**src/rtl/vga_sprite_writer_if.sv**
```systemverilog
// Pixel-stream and sprite-RAM write bus for vga_sprite_writer.
// The producer/test side uses master; the writer itself uses slave.
interface vga_sprite_writer_if;
  logic        start;
  logic        pix_valid;
  logic [7:0]  pix_data;
  logic        pix_ready;
  logic        wr_en;
  logic [14:0] wr_addr;
  logic [7:0]  wr_data;
  logic        busy;
  logic        frame_done;

  modport master (
    output start, pix_valid, pix_data,
    input  pix_ready, wr_en, wr_addr, wr_data, busy, frame_done
  );

  modport slave (
    input  start, pix_valid, pix_data,
    output pix_ready, wr_en, wr_addr, wr_data, busy, frame_done
  );
endinterface

```
**src/rtl/vga_sprite_writer.sv**
```systemverilog
// Streams one WIDTH x HEIGHT frame of RGB332 pixels into sprite RAM in raster order.
// The write address is a running counter kept in step with the x/y position.
module vga_sprite_writer #(
  parameter int WIDTH  = 160,
  parameter int HEIGHT = 120
) (
  input  logic                clk,
  input  logic                rst_n,
  vga_sprite_writer_if.slave  bus
);

  localparam int XW = (WIDTH  > 1) ? $clog2(WIDTH)  : 1;
  localparam int YW = (HEIGHT > 1) ? $clog2(HEIGHT) : 1;

  if (WIDTH * HEIGHT > 32768) begin : g_size_check
    $error("vga_sprite_writer: WIDTH*HEIGHT exceeds the 15-bit address space");
  end

  typedef enum logic [1:0] {
    IDLE,
    LOAD,
    DONE
  } state_t;

  state_t      state;
  logic [XW-1:0] x;
  logic [YW-1:0] y;
  logic [14:0] addr;
  logic        last_x;
  logic        last_y;

  assign last_x = (x == XW'(WIDTH - 1));
  assign last_y = (y == YW'(HEIGHT - 1));

  // Status outputs are pure decodes of the state register, so reset clears them at once.
  assign bus.pix_ready  = (state == LOAD);
  assign bus.busy       = (state == LOAD);
  assign bus.frame_done = (state == DONE);

  // NOTE: all state uses non-blocking assignments so every register samples pre-edge values.
  always_ff @(posedge clk or negedge rst_n) begin
    if (!rst_n) begin
      state       <= IDLE;
      x           <= '0;
      y           <= '0;
      addr        <= '0;
      bus.wr_en   <= 1'b0;
      bus.wr_addr <= '0;
      bus.wr_data <= '0;
    end else begin
      // wr_en is a one-cycle strobe; address and data simply hold between writes.
      bus.wr_en <= 1'b0;
      unique case (state)
        IDLE: begin
          if (bus.start) begin
            state <= LOAD;
            x     <= '0;
            y     <= '0;
            addr  <= '0;
          end
        end
        LOAD: begin
          if (bus.pix_valid) begin
            bus.wr_en   <= 1'b1;
            bus.wr_addr <= addr;
            bus.wr_data <= bus.pix_data;
            addr        <= addr + 15'd1;
            if (last_x) begin
              x <= '0;
              if (last_y) state <= DONE;
              else        y     <= y + 1'b1;
            end else begin
              x <= x + 1'b1;
            end
          end
        end
        DONE: state <= IDLE;
        default: state <= IDLE;
      endcase
    end
  end

endmodule
```
**src/flat_wrapper.sv**
```systemverilog
// flat-port wrapper written by rule: the top's interface ports become plain ports
module vga_sprite_writer_flat 
#(
  parameter int WIDTH  = 160,
  parameter int HEIGHT = 120
)
  (clk, rst_n, bus_start, bus_pix_valid, bus_pix_data, bus_pix_ready, bus_wr_en, bus_wr_addr, bus_wr_data, bus_busy, bus_frame_done);
  vga_sprite_writer_if bus_i ();
  input  logic clk;
  input  logic rst_n;
  input wire logic [$bits(bus_i.start)-1:0] bus_start;
  input wire logic [$bits(bus_i.pix_valid)-1:0] bus_pix_valid;
  input wire logic [$bits(bus_i.pix_data)-1:0] bus_pix_data;
  output wire logic [$bits(bus_i.pix_ready)-1:0] bus_pix_ready;
  output wire logic [$bits(bus_i.wr_en)-1:0] bus_wr_en;
  output wire logic [$bits(bus_i.wr_addr)-1:0] bus_wr_addr;
  output wire logic [$bits(bus_i.wr_data)-1:0] bus_wr_data;
  output wire logic [$bits(bus_i.busy)-1:0] bus_busy;
  output wire logic [$bits(bus_i.frame_done)-1:0] bus_frame_done;
  assign bus_i.start = bus_start;
  assign bus_i.pix_valid = bus_pix_valid;
  assign bus_i.pix_data = bus_pix_data;
  assign bus_pix_ready = bus_i.pix_ready;
  assign bus_wr_en = bus_i.wr_en;
  assign bus_wr_addr = bus_i.wr_addr;
  assign bus_wr_data = bus_i.wr_data;
  assign bus_busy = bus_i.busy;
  assign bus_frame_done = bus_i.frame_done;
  vga_sprite_writer #(.WIDTH(WIDTH), .HEIGHT(HEIGHT)) u_core (.clk(clk), .rst_n(rst_n), .bus(bus_i));
endmodule
```
**config.mk**
```make
export PLATFORM = sky130hd
export DESIGN_NAME = vga_sprite_writer_flat
export DESIGN_NICKNAME = d
export VERILOG_FILES = /design/src/rtl/vga_sprite_writer_if.sv /design/src/rtl/vga_sprite_writer.sv /design/src/flat_wrapper.sv
export SDC_FILE = /design/constraint.sdc
export NUM_CORES = 1
export LEC_CHECK = 0
export ABC_CLOCK_PERIOD_IN_PS = 2350
export CAP_MARGIN = 30
export CORE_ASPECT_RATIO = 1.75
export CORE_MARGIN = 5
export CORE_UTILIZATION = 53
export DETAILED_ROUTE_END_ITERATION = 12
export HOLD_SLACK_MARGIN = 0.06
export PLACE_DENSITY = 0.79
export SLEW_MARGIN = 25
export SYNTH_ARGS = -nofsm -noshare
export SYNTH_HDL_FRONTEND = slang
export SYNTH_SLANG_ARGS = --single-unit
```
**constraint.sdc**
```tcl
create_clock -name clk -period 2.35 [get_ports clk]
set_input_delay 0.235 -clock clk [delete_from_list [all_inputs] [get_ports clk]]
set_output_delay 0.235 -clock clk [all_outputs]
set_load 0.05 [all_outputs]
```
==> impl_results.html, run 1 <==
<table>
<tr><th>Metric</th><th>Value</th></tr>
<tr><th colspan="2">Logic synthesis</th></tr>
<tr><td>Total nets after synthesis</td><td>283</td></tr>
<tr><td>Avg Inst Size Synth</td><td>9.55 µm²</td></tr>
<tr><td>Share of flip-flops with an asynchronous set or reset</td><td>100%</td></tr>
<tr><td>Post-Syn Area</td><td>2560 µm²</td></tr>
<tr><td>Dominant synthesized flop cell</td><td>sky130_fd_sc_hd__dfrtp_1</td></tr>
<tr><td>Register bit count reported by yosys</td><td>56</td></tr>
<tr><td>Yosys cell types</td><td>41</td></tr>
<tr><td>YS warnings</td><td>0</td></tr>
<tr><td>Post-synthesis instance total</td><td>268</td></tr>
<tr><td>EDFF count, synth</td><td>0</td></tr>
<tr><td>Sequential cell area fraction in the yosys report</td><td>54.8%</td></tr>
<tr><th colspan="2">Power and ir drop</th></tr>
<tr><td>Power per cell area</td><td>798 nW/µm²</td></tr>
<tr><td>Worst supply voltage drop on vdd</td><td>0.614 mV</td></tr>
<tr><td>Part of the total power dissipated in combinational logic</td><td>23.7%</td></tr>
<tr><td>Switching fraction of total power</td><td>32.6%</td></tr>
<tr><td>Clk network pwr share</td><td>26.4%</td></tr>
<tr><td>Internal cell power</td><td>1.68 mW</td></tr>
<tr><td>Total chip power</td><td>2.49 mW</td></tr>
<tr><td>Register share of total power</td><td>49.9%</td></tr>
<tr><td>Pleak</td><td>1.48 nW</td></tr>
<tr><td>Power spent charging and discharging nets</td><td>813 µW</td></tr>
<tr><th colspan="2">Detailed routing</th></tr>
<tr><td>Remaining DRCs</td><td>0</td></tr>
<tr><td>Routed WL</td><td>5120 µm</td></tr>
<tr><td>Number of routed nets with antenna violations</td><td>0</td></tr>
<tr><td>Wire length per cell after detailed routing</td><td>14.2 µm</td></tr>
<tr><td>Total via count in the routed design</td><td>1,952</td></tr>
<tr><td>DR pass1 iterations</td><td>4</td></tr>
<tr><td>Detailed router's first-iteration violation count</td><td>49</td></tr>
<tr><td>Average vias per placed instance</td><td>5.41</td></tr>
<tr><th colspan="2">Timing</th></tr>
<tr><td>Final Critical Period</td><td>2.05 ns</td></tr>
<tr><td>Clock Skews</td><td>0.00934 ns</td></tr>
<tr><td>Setup TNS Final</td><td>0 ns</td></tr>
<tr><td>Slew Viols, Final</td><td>0</td></tr>
<tr><td>Timing-limited maximum frequency</td><td>0.488 GHz</td></tr>
<tr><td>Crit share post-route</td><td>87.2%</td></tr>
<tr><td>Worst slew margin</td><td>55.7%</td></tr>
<tr><td>Transition time at the pin with the least slew margin</td><td>0.664 ns</td></tr>
<tr><td>Finish-stage setup viols</td><td>0</td></tr>
<tr><td>Setup repair after global routing missed its margin</td><td>false</td></tr>
<tr><td>Final Hold Violating Endpoints</td><td>0</td></tr>
<tr><th colspan="2">Global routing</th></tr>
<tr><td>Largest net degree at the start of global routing</td><td>30</td></tr>
<tr><td>Number of antenna violations at the first check in global routing</td><td>0</td></tr>
<tr><td>Remaining global-route overflow</td><td>0</td></tr>
<tr><td>Global Route Usage Sum</td><td>17.5%</td></tr>
<tr><td>First-pass GRT wire length</td><td>9130 µm</td></tr>
<tr><td>Via count of the first global-routing pass</td><td>2,029</td></tr>
<tr><th colspan="2">Setup path</th></tr>
<tr><td>Launch point of the worst reg-to-reg path</td><td>u_core.state[0]</td></tr>
<tr><td>Kind of critical path</td><td>reg2out</td></tr>
<tr><td>R2r worst-path depth</td><td>6</td></tr>
<tr><td>Highest fanout seen on the critical path</td><td>7</td></tr>
<tr><td>Worst setup SP type</td><td>flip-flop</td></tr>
<tr><td>Worst EP required</td><td>2.12 ns</td></tr>
<tr><td>Capture instance of the worst register-to-register path</td><td>u_core.addr[5]</td></tr>
<tr><td>Crit end category</td><td>output pin</td></tr>
<tr><td>Flop-to-flop setup slack</td><td>0.39 ns</td></tr>
<tr><td>Data arrival time of the critical path</td><td>1.81 ns</td></tr>
<tr><th colspan="2">Clock network</th></tr>
<tr><td>Clock tree from TritonCTS</td><td>done</td></tr>
<tr><td>Maximum clock path buffer count</td><td>2</td></tr>
<tr><td>Insertion delay of the later-clocked pin in the worst-skew pair</td><td>0.31 ns</td></tr>
<tr><td>CTS buffer count</td><td>5</td></tr>
<tr><td>Number of H-tree levels</td><td>2</td></tr>
<tr><td>Clock-pin slew reported for the worst setup and hold paths after clock tree synthesis</td><td>0.10 ns</td></tr>
<tr><td>CTS Root Buffer Type</td><td>sky130_fd_sc_hd__clkbuf_8</td></tr>
<tr><td>Clock sink count</td><td>56</td></tr>
<tr><th colspan="2">Worst hold path</th></tr>
<tr><td>Hold crit path type</td><td>in2reg</td></tr>
<tr><td>Cell depth of the worst hold path</td><td>3</td></tr>
<tr><td>Hold path startpoint</td><td>bus_pix_data[4]</td></tr>
<tr><td>Worst min-delay path endpoint</td><td>u_core.bus.wr_data[4]</td></tr>
<tr><th colspan="2">Floorplanning</th></tr>
<tr><td>Effective utilization at floorplan</td><td>54.4%</td></tr>
<tr><td>Die Span X</td><td>62.5 µm</td></tr>
<tr><td>Die Outline Area</td><td>6370 µm²</td></tr>
<tr><td>Die Height</td><td>102 µm</td></tr>
<tr><td># rows</td><td>33</td></tr>
<tr><td>I/O Pins</td><td>39</td></tr>
<tr><td>Area of the core region</td><td>4710 µm²</td></tr>
<tr><th colspan="2">Cells and area</th></tr>
<tr><td>Utilization after layout</td><td>66.3%</td></tr>
<tr><td>Share of post-route cells with drive strength above 1</td><td>8.74%</td></tr>
<tr><td>Area growth from synthesis to layout</td><td>22.1%</td></tr>
<tr><td>Non-filler instance count after layout</td><td>361</td></tr>
<tr><td>N_diodes</td><td>0</td></tr>
<tr><td>Fill cell total of the finished layout</td><td>380</td></tr>
<tr><td>Most frequent cells in the layout</td><td>sky130_fd_sc_hd__nand2_1, sky130_fd_sc_hd__dfrtp_1, sky130_fd_sc_hd__clkdlybuf4s50_1, sky130_fd_sc_hd__nor2_1, sky130_fd_sc_hd__o21ai_0</td></tr>
<tr><td>Commonest non-fill, non-tap cell in the layout</td><td>sky130_fd_sc_hd__nand2_1</td></tr>
<tr><td>Number of nets at the end of the flow</td><td>323</td></tr>
<tr><th colspan="2">Placed design</th></tr>
<tr><td>Instance count after placement with tap cells included</td><td>352</td></tr>
<tr><td>Placed wire-length estimate after detailed placement</td><td>3750 µm</td></tr>
<tr><td>Final GP Congestion</td><td>0.859</td></tr>
<tr><td>Count of port buffers added during placement</td><td>38</td></tr>
<tr><th colspan="2">Flow run</th></tr>
<tr><td>Number of max-cap violations</td><td>0</td></tr>
<tr><th colspan="2">Outcome</th></tr>
<tr><td>Run status</td><td>finished, final reports clean</td></tr>
</table>
[power groups by stage]
stage	sequential [mW]	combinational, mW	clock, mW
5_1_grt	1.26	0.645	0.717
2_1_floorplan	1.42	0.217	0
4_1_cts	1.24	0.598	0.673
6_report	1.24	0.590	0.657
3_5_place_dp	1.26	0.594	0
3_3_place_gp	1.25	0.579	0
[flip-flops by register name, indices dropped and copies added, names as in the netlist]
register            flops
u_core.bus.wr_en        1
u_core.bus.wr_addr     15
u_core.x                8
u_core.bus.wr_data      8
u_core.y                7
u_core.addr            15
u_core.state            2
[worst max-delay path by stage]
stage / to / depth (start not counted) / start / slack [ns]
after floorplan: u_core.y[6] / 8 / u_core.x[0] / 0.60
after global placement: u_core.addr[5] / 7 / bus_pix_valid / 0.25
after detailed placement: u_core.addr[5] / 7 / bus_pix_valid / 0.17
after CTS: bus_busy / 3 / u_core.state[1] / 0.28
after global routing: u_core.addr[5] / 6 / u_core.state[1] / 0.19
final: bus_busy / 3 / u_core.state[1] / 0.30
[critical path, stage by stage (launching register included)]
cell and delay, ns:
sky130_fd_sc_hd__dfrtp_1 0.44, sky130_fd_sc_hd__nand2b_1 0.26, sky130_fd_sc_hd__inv_1 0.25, sky130_fd_sc_hd__dlygate4sd2_1 0.57
[cell type report]
cell class                      instances  area, µm²  area share, %
Inverter                                6       22.5          0.721
Multi-Input combinational cell        193       1060           34.1
Clock buffer                            6       82.6           2.64
Tap cell                               52       65.1           2.08
Sequential cell                        56       1400           44.9
Timing Repair Buffer                   46        448           14.3
Clock inverter                          2       38.8           1.24
[cells in the mapped netlist (2+ instances only)]
master | count | area share, %
sky130_fd_sc_hd__o211ai_1 | 2 | 0.59
sky130_fd_sc_hd__dfrtp_1 | 56 | 55
sky130_fd_sc_hd__o22ai_1 | 2 | 0.49
sky130_fd_sc_hd__nand3_1 | 9 | 1.8
sky130_fd_sc_hd__xor2_1 | 8 | 2.7
sky130_fd_sc_hd__o31ai_1 | 3 | 0.88
sky130_fd_sc_hd__nor3_1 | 2 | 0.39
sky130_fd_sc_hd__a22o_1 | 2 | 0.68
sky130_fd_sc_hd__nor2_1 | 17 | 2.5
sky130_fd_sc_hd__nand2_1 | 83 | 12
sky130_fd_sc_hd__xnor2_1 | 6 | 2.1
sky130_fd_sc_hd__ha_1 | 3 | 1.5
sky130_fd_sc_hd__and2_1 | 2 | 0.49
sky130_fd_sc_hd__nand4_1 | 6 | 1.5
sky130_fd_sc_hd__buf_6 | 2 | 0.88
sky130_fd_sc_hd__inv_1 | 5 | 0.73
sky130_fd_sc_hd__or3_1 | 4 | 0.98
sky130_fd_sc_hd__o21ai_0 | 10 | 2.0
sky130_fd_sc_hd__or4_1 | 2 | 0.59
sky130_fd_sc_hd__clkbuf_1 | 7 | 1.0
sky130_fd_sc_hd__buf_2 | 2 | 0.39
sky130_fd_sc_hd__and3_1 | 9 | 2.2
sky130_fd_sc_hd__a21oi_1 | 8 | 1.6
[routing by layer]
| layer | vias to the layer above | GRT usage (%) | wire, µm |
|---|---|---|---|
| met3 | 6 | 3.30 | 205 |
| li1 | 971 | - | - |
| met5 | - | 0 | 0 |
| met2 | 35 | 31.1 | 2740 |
| met1 | 940 | 20.6 | 2100 |
| met4 | 0 | 7.68 | 69 |
[kinds of logic (layout without fill, tap and decap cells)]
kind of cell	count (synthesis)	count (layout)	synth area share [%]
simple gates	145	145	27.5
buf+inv	19	60	3.62
flops	56	56	54.8
xor+xnor	14	14	4.79
compound gates	31	31	7.87
fa+ha+maj	3	3	1.47
[stage by stage]
stage          hold slack [ns]  setup slack, ns  instance area [µm²]
2_1_floorplan          -0.0606            0.597                 2560
3_3_place_gp             0.295            0.250                 2990
3_5_place_dp             0.303            0.167                 2990
4_1_cts                  0.448            0.282                 3120
5_1_grt                  0.460            0.185                 3120
6_report                 0.449            0.300                 3120
[timing repair]
action | 4_1_cts | 5_1_grt
setup endpoints to repair | 2 | 0
setup buffers | 0 | 0
hold buffers | 1 | 0
endpoints found under the hold margin | 28 | 0
gates resized for setup | 2 | 0
No activity file was read; power rests on OpenSTA's default activity.
==> inputs of run 2 (changes only) <==
Settings changed: CORE_MARGIN 5 to 3.
==> impl_results.html, run 2 (synthesis results as in run 1) <==
<table>
<tr><th>Metric</th><th>Value</th></tr>
<tr><th colspan="2">Setup path</th></tr>
<tr><td>Crit end category</td><td>output pin (unchanged)</td></tr>
<tr><td>Stage delay of the slowest cell on the critical path</td><td>0.57 ns (about the same)</td></tr>
<tr><td>Ordered cell list for the critical path</td><td>nand2b_1 -&gt; inv_1 -&gt; dlygate4sd2_1 (unchanged)</td></tr>
<tr><td>Data arrival time of the critical path</td><td>1.82 ns (was 1.81 ns)</td></tr>
<tr><td>Kind of critical path</td><td>reg2out (unchanged)</td></tr>
<tr><td>Worst setup SP type</td><td>flip-flop (unchanged)</td></tr>
<tr><td>Launch point of the worst reg-to-reg path</td><td>u_core.x[0] (was u_core.state[0])</td></tr>
<tr><td>Critical-path top delay cell</td><td>sky130_fd_sc_hd__dlygate4sd2_1 (unchanged)</td></tr>
<tr><td>Highest fanout seen on the critical path</td><td>7 (unchanged)</td></tr>
<tr><td>Worst EP required</td><td>2.12 ns (about the same)</td></tr>
<tr><td>Setup crit start</td><td>u_core.state[1] (unchanged)</td></tr>
<tr><th colspan="2">Floorplanning</th></tr>
<tr><td>Die Span X</td><td>58.5 µm (was 62.5 µm)</td></tr>
<tr><td>Die Outline Area</td><td>5730 µm² (was 6370 µm²)</td></tr>
<tr><td>Area of the core region</td><td>4520 µm² (was 4710 µm²)</td></tr>
<tr><td>I/O Pins</td><td>39 (unchanged)</td></tr>
<tr><td>Die Height</td><td>97.9 µm (was 102 µm)</td></tr>
<tr><td># rows</td><td>32 (was 33)</td></tr>
<tr><td>Effective utilization at floorplan</td><td>56.6% (was 54.4%)</td></tr>
<tr><th colspan="2">Global routing</th></tr>
<tr><td>Number of antenna violations at the first check in global routing</td><td>0 (unchanged)</td></tr>
<tr><td>Global Route Usage Sum</td><td>20.0% (was 17.5%)</td></tr>
<tr><td>Via count of the first global-routing pass</td><td>1,990 (was 2,029)</td></tr>
<tr><td>Remaining global-route overflow</td><td>0 (unchanged)</td></tr>
<tr><td>Largest net degree at the start of global routing</td><td>57 (was 30)</td></tr>
<tr><td>First-pass GRT wire length</td><td>9000 µm (was 9130 µm)</td></tr>
<tr><th colspan="2">Detailed routing</th></tr>
<tr><td>Met2 wirelength from detailed routing</td><td>2840 µm (was 2740 µm)</td></tr>
<tr><td>Number of routed nets with antenna violations</td><td>0 (unchanged)</td></tr>
<tr><td>Top sig layer</td><td>met4 (unchanged)</td></tr>
<tr><td>Met3 wire length</td><td>249 µm (was 205 µm)</td></tr>
<tr><td>Average vias per placed instance</td><td>5.57 (was 5.41)</td></tr>
<tr><td>Detailed router's first-iteration violation count</td><td>78 (was 49)</td></tr>
<tr><td>Total via count in the routed design</td><td>1,989 (was 1,952)</td></tr>
<tr><td>Wire length per cell after detailed routing</td><td>14.6 µm (was 14.2 µm)</td></tr>
<tr><td>Routed length on met1</td><td>2050 µm (was 2100 µm)</td></tr>
<tr><td>Remaining DRCs</td><td>0 (unchanged)</td></tr>
<tr><td>Routed WL</td><td>5220 µm (was 5120 µm)</td></tr>
<tr><td>DR pass1 iterations</td><td>4 (unchanged)</td></tr>
<tr><th colspan="2">Clock network</th></tr>
<tr><td>Clock tree from TritonCTS</td><td>done (unchanged)</td></tr>
<tr><td>Maximum clock path buffer count</td><td>2 (unchanged)</td></tr>
<tr><td>CTS buffer count</td><td>5 (unchanged)</td></tr>
<tr><td>Insertion delay of the later-clocked pin in the worst-skew pair</td><td>0.31 ns (about the same)</td></tr>
<tr><td>CTS Root Buffer Type</td><td>sky130_fd_sc_hd__clkbuf_8 (unchanged)</td></tr>
<tr><td>Clock sink count</td><td>56 (unchanged)</td></tr>
<tr><td>Number of H-tree levels</td><td>2 (unchanged)</td></tr>
<tr><td>Clock-pin slew reported for the worst setup and hold paths after clock tree synthesis</td><td>0.10 ns (about the same)</td></tr>
<tr><th colspan="2">Worst hold path</th></tr>
<tr><td>Hold crit path type</td><td>in2async (was in2reg)</td></tr>
<tr><th colspan="2">Cells and area</th></tr>
<tr><td>Number of nets at the end of the flow</td><td>321 (was 323)</td></tr>
<tr><td>Share of post-route cells with drive strength above 1</td><td>8.17% (was 8.74%)</td></tr>
<tr><td>Fill cell total of the finished layout</td><td>363 (was 380)</td></tr>
<tr><td>Utilization after layout</td><td>68.5% (was 66.3%)</td></tr>
<tr><td>Most frequent cells in the layout</td><td>sky130_fd_sc_hd__nand2_1, sky130_fd_sc_hd__dfrtp_1, sky130_fd_sc_hd__clkdlybuf4s50_1, sky130_fd_sc_hd__nor2_1, sky130_fd_sc_hd__o21ai_0 (unchanged)</td></tr>
<tr><td>N_diodes</td><td>0 (unchanged)</td></tr>
<tr><td>Biggest regs</td><td>u_core.addr x15, u_core.bus.wr_addr x15 (unchanged)</td></tr>
<tr><td>Commonest non-fill, non-tap cell in the layout</td><td>sky130_fd_sc_hd__nand2_1 (unchanged)</td></tr>
<tr><td>Area growth from synthesis to layout</td><td>21.1% (was 22.1%)</td></tr>
<tr><th colspan="2">Power and ir drop</th></tr>
<tr><td>Power per cell area</td><td>826 nW/µm² (was 798 nW/µm²)</td></tr>
<tr><td>Worst supply voltage drop on vdd</td><td>0.618 mV (was 0.614 mV)</td></tr>
<tr><td>Pleak</td><td>1.47 nW (was 1.48 nW)</td></tr>
<tr><th colspan="2">Timing</th></tr>
<tr><td>Setup TNS Final</td><td>0 ns (unchanged)</td></tr>
<tr><td>Clock Skews</td><td>0.00566 ns (was 0.00934 ns)</td></tr>
<tr><td>Final Hold Violating Endpoints</td><td>0 (unchanged)</td></tr>
<tr><td>Setup repair after global routing missed its margin</td><td>false (unchanged)</td></tr>
<tr><td>Slew Viols, Final</td><td>0 (unchanged)</td></tr>
<tr><td>Crit share post-route</td><td>87.6% (was 87.2%)</td></tr>
<tr><td>Finish-stage setup viols</td><td>0 (unchanged)</td></tr>
<tr><td>Transition time at the pin with the least slew margin</td><td>0.683 ns (was 0.664 ns)</td></tr>
<tr><td>Final Critical Period</td><td>2.06 ns (was 2.05 ns)</td></tr>
<tr><td>Timing-limited maximum frequency</td><td>0.486 GHz (was 0.488 GHz)</td></tr>
<tr><td>Worst slew margin</td><td>54.5% (was 55.7%)</td></tr>
<tr><th colspan="2">Outcome</th></tr>
<tr><td>Run status</td><td>finished, final reports clean (unchanged)</td></tr>
<tr><th colspan="2">Flow run</th></tr>
<tr><td>Number of max-cap violations</td><td>0 (unchanged)</td></tr>
<tr><th colspan="2">Placed design</th></tr>
<tr><td>Count of port buffers added during placement</td><td>38 (unchanged)</td></tr>
<tr><td>Final GP Congestion</td><td>0.785 (was 0.859)</td></tr>
<tr><td>Placed wire-length estimate after detailed placement</td><td>3670 µm (was 3750 µm)</td></tr>
</table>
run 2: layer usage:
metal	global-route usage, %	up-vias
met5	0	-
met2	35.1	48
met4	7.14	0
met3	3.17	8
li1	-	962
met1	23.9	971
run 2: worst paths after layout:
path	to	slack, ns	cells after the start
worst max-delay path	bus_busy	0.29	3
worst min register to register	u_core.bus.wr_addr[2]	0.48	2
min in group clk	u_core.bus.wr_data[3]	0.44	3
worst min-delay path	u_core.bus.wr_data[5]	0.04	2
max in group asynchronous	u_core.bus.wr_addr[8]	1.85	2
worst max register to register	u_core.y[6]	0.37	6
run 2: power breakdown:
group	internal [mW]	switching (mW)	total [mW]
Clock	0.420	0.306	0.726
Sequential	1.11	0.138	1.24
Combinational	0.222	0.369	0.590
Total	1.75	0.813	2.56
run 2: worst max-delay path, delay by kind of cell (launching register included):
family / cells / cell delay [ns]
DFF: 1 / 0.44
buffers and inverters: 2 / 0.82
and+or+nand+nor: 1 / 0.26
run 2: final cells by class:
cell class | instances | area [µm²] | area share (%)
sequential | 56 | 1400 | 45.2
multi-input combinational | 193 | 1060 | 34.4
timing repair buffer | 44 | 418 | 13.5
clock buffer | 5 | 68.8 | 2.22
tap | 51 | 63.8 | 2.06
clock inverter | 2 | 60.1 | 1.94
inverter | 6 | 22.5 | 0.727
run 2: repair_timing:
action,CTS,global route
gates resized for setup,2,0
endpoints found under the setup margin,2,0
hold buffers,0,0
buffers inserted,0,0
run 2: metrics by stage:
stage | total power, mW | hold slack [ns] | instances | setup slack [ns] | cell area, µm²
after floorplan | 1.63 | -0.0606 | 268 | 0.597 | 2560
after global placement | 1.83 | 0.408 | 350 | 0.272 | 2970
after detailed placement | 1.85 | 0.412 | 350 | 0.188 | 2970
after CTS | 2.58 | 0.0804 | 357 | 0.279 | 3100
after global routing | 2.69 | 0.0957 | 357 | 0.194 | 3100
final | 2.56 | 0.0365 | 357 | 0.292 | 3100
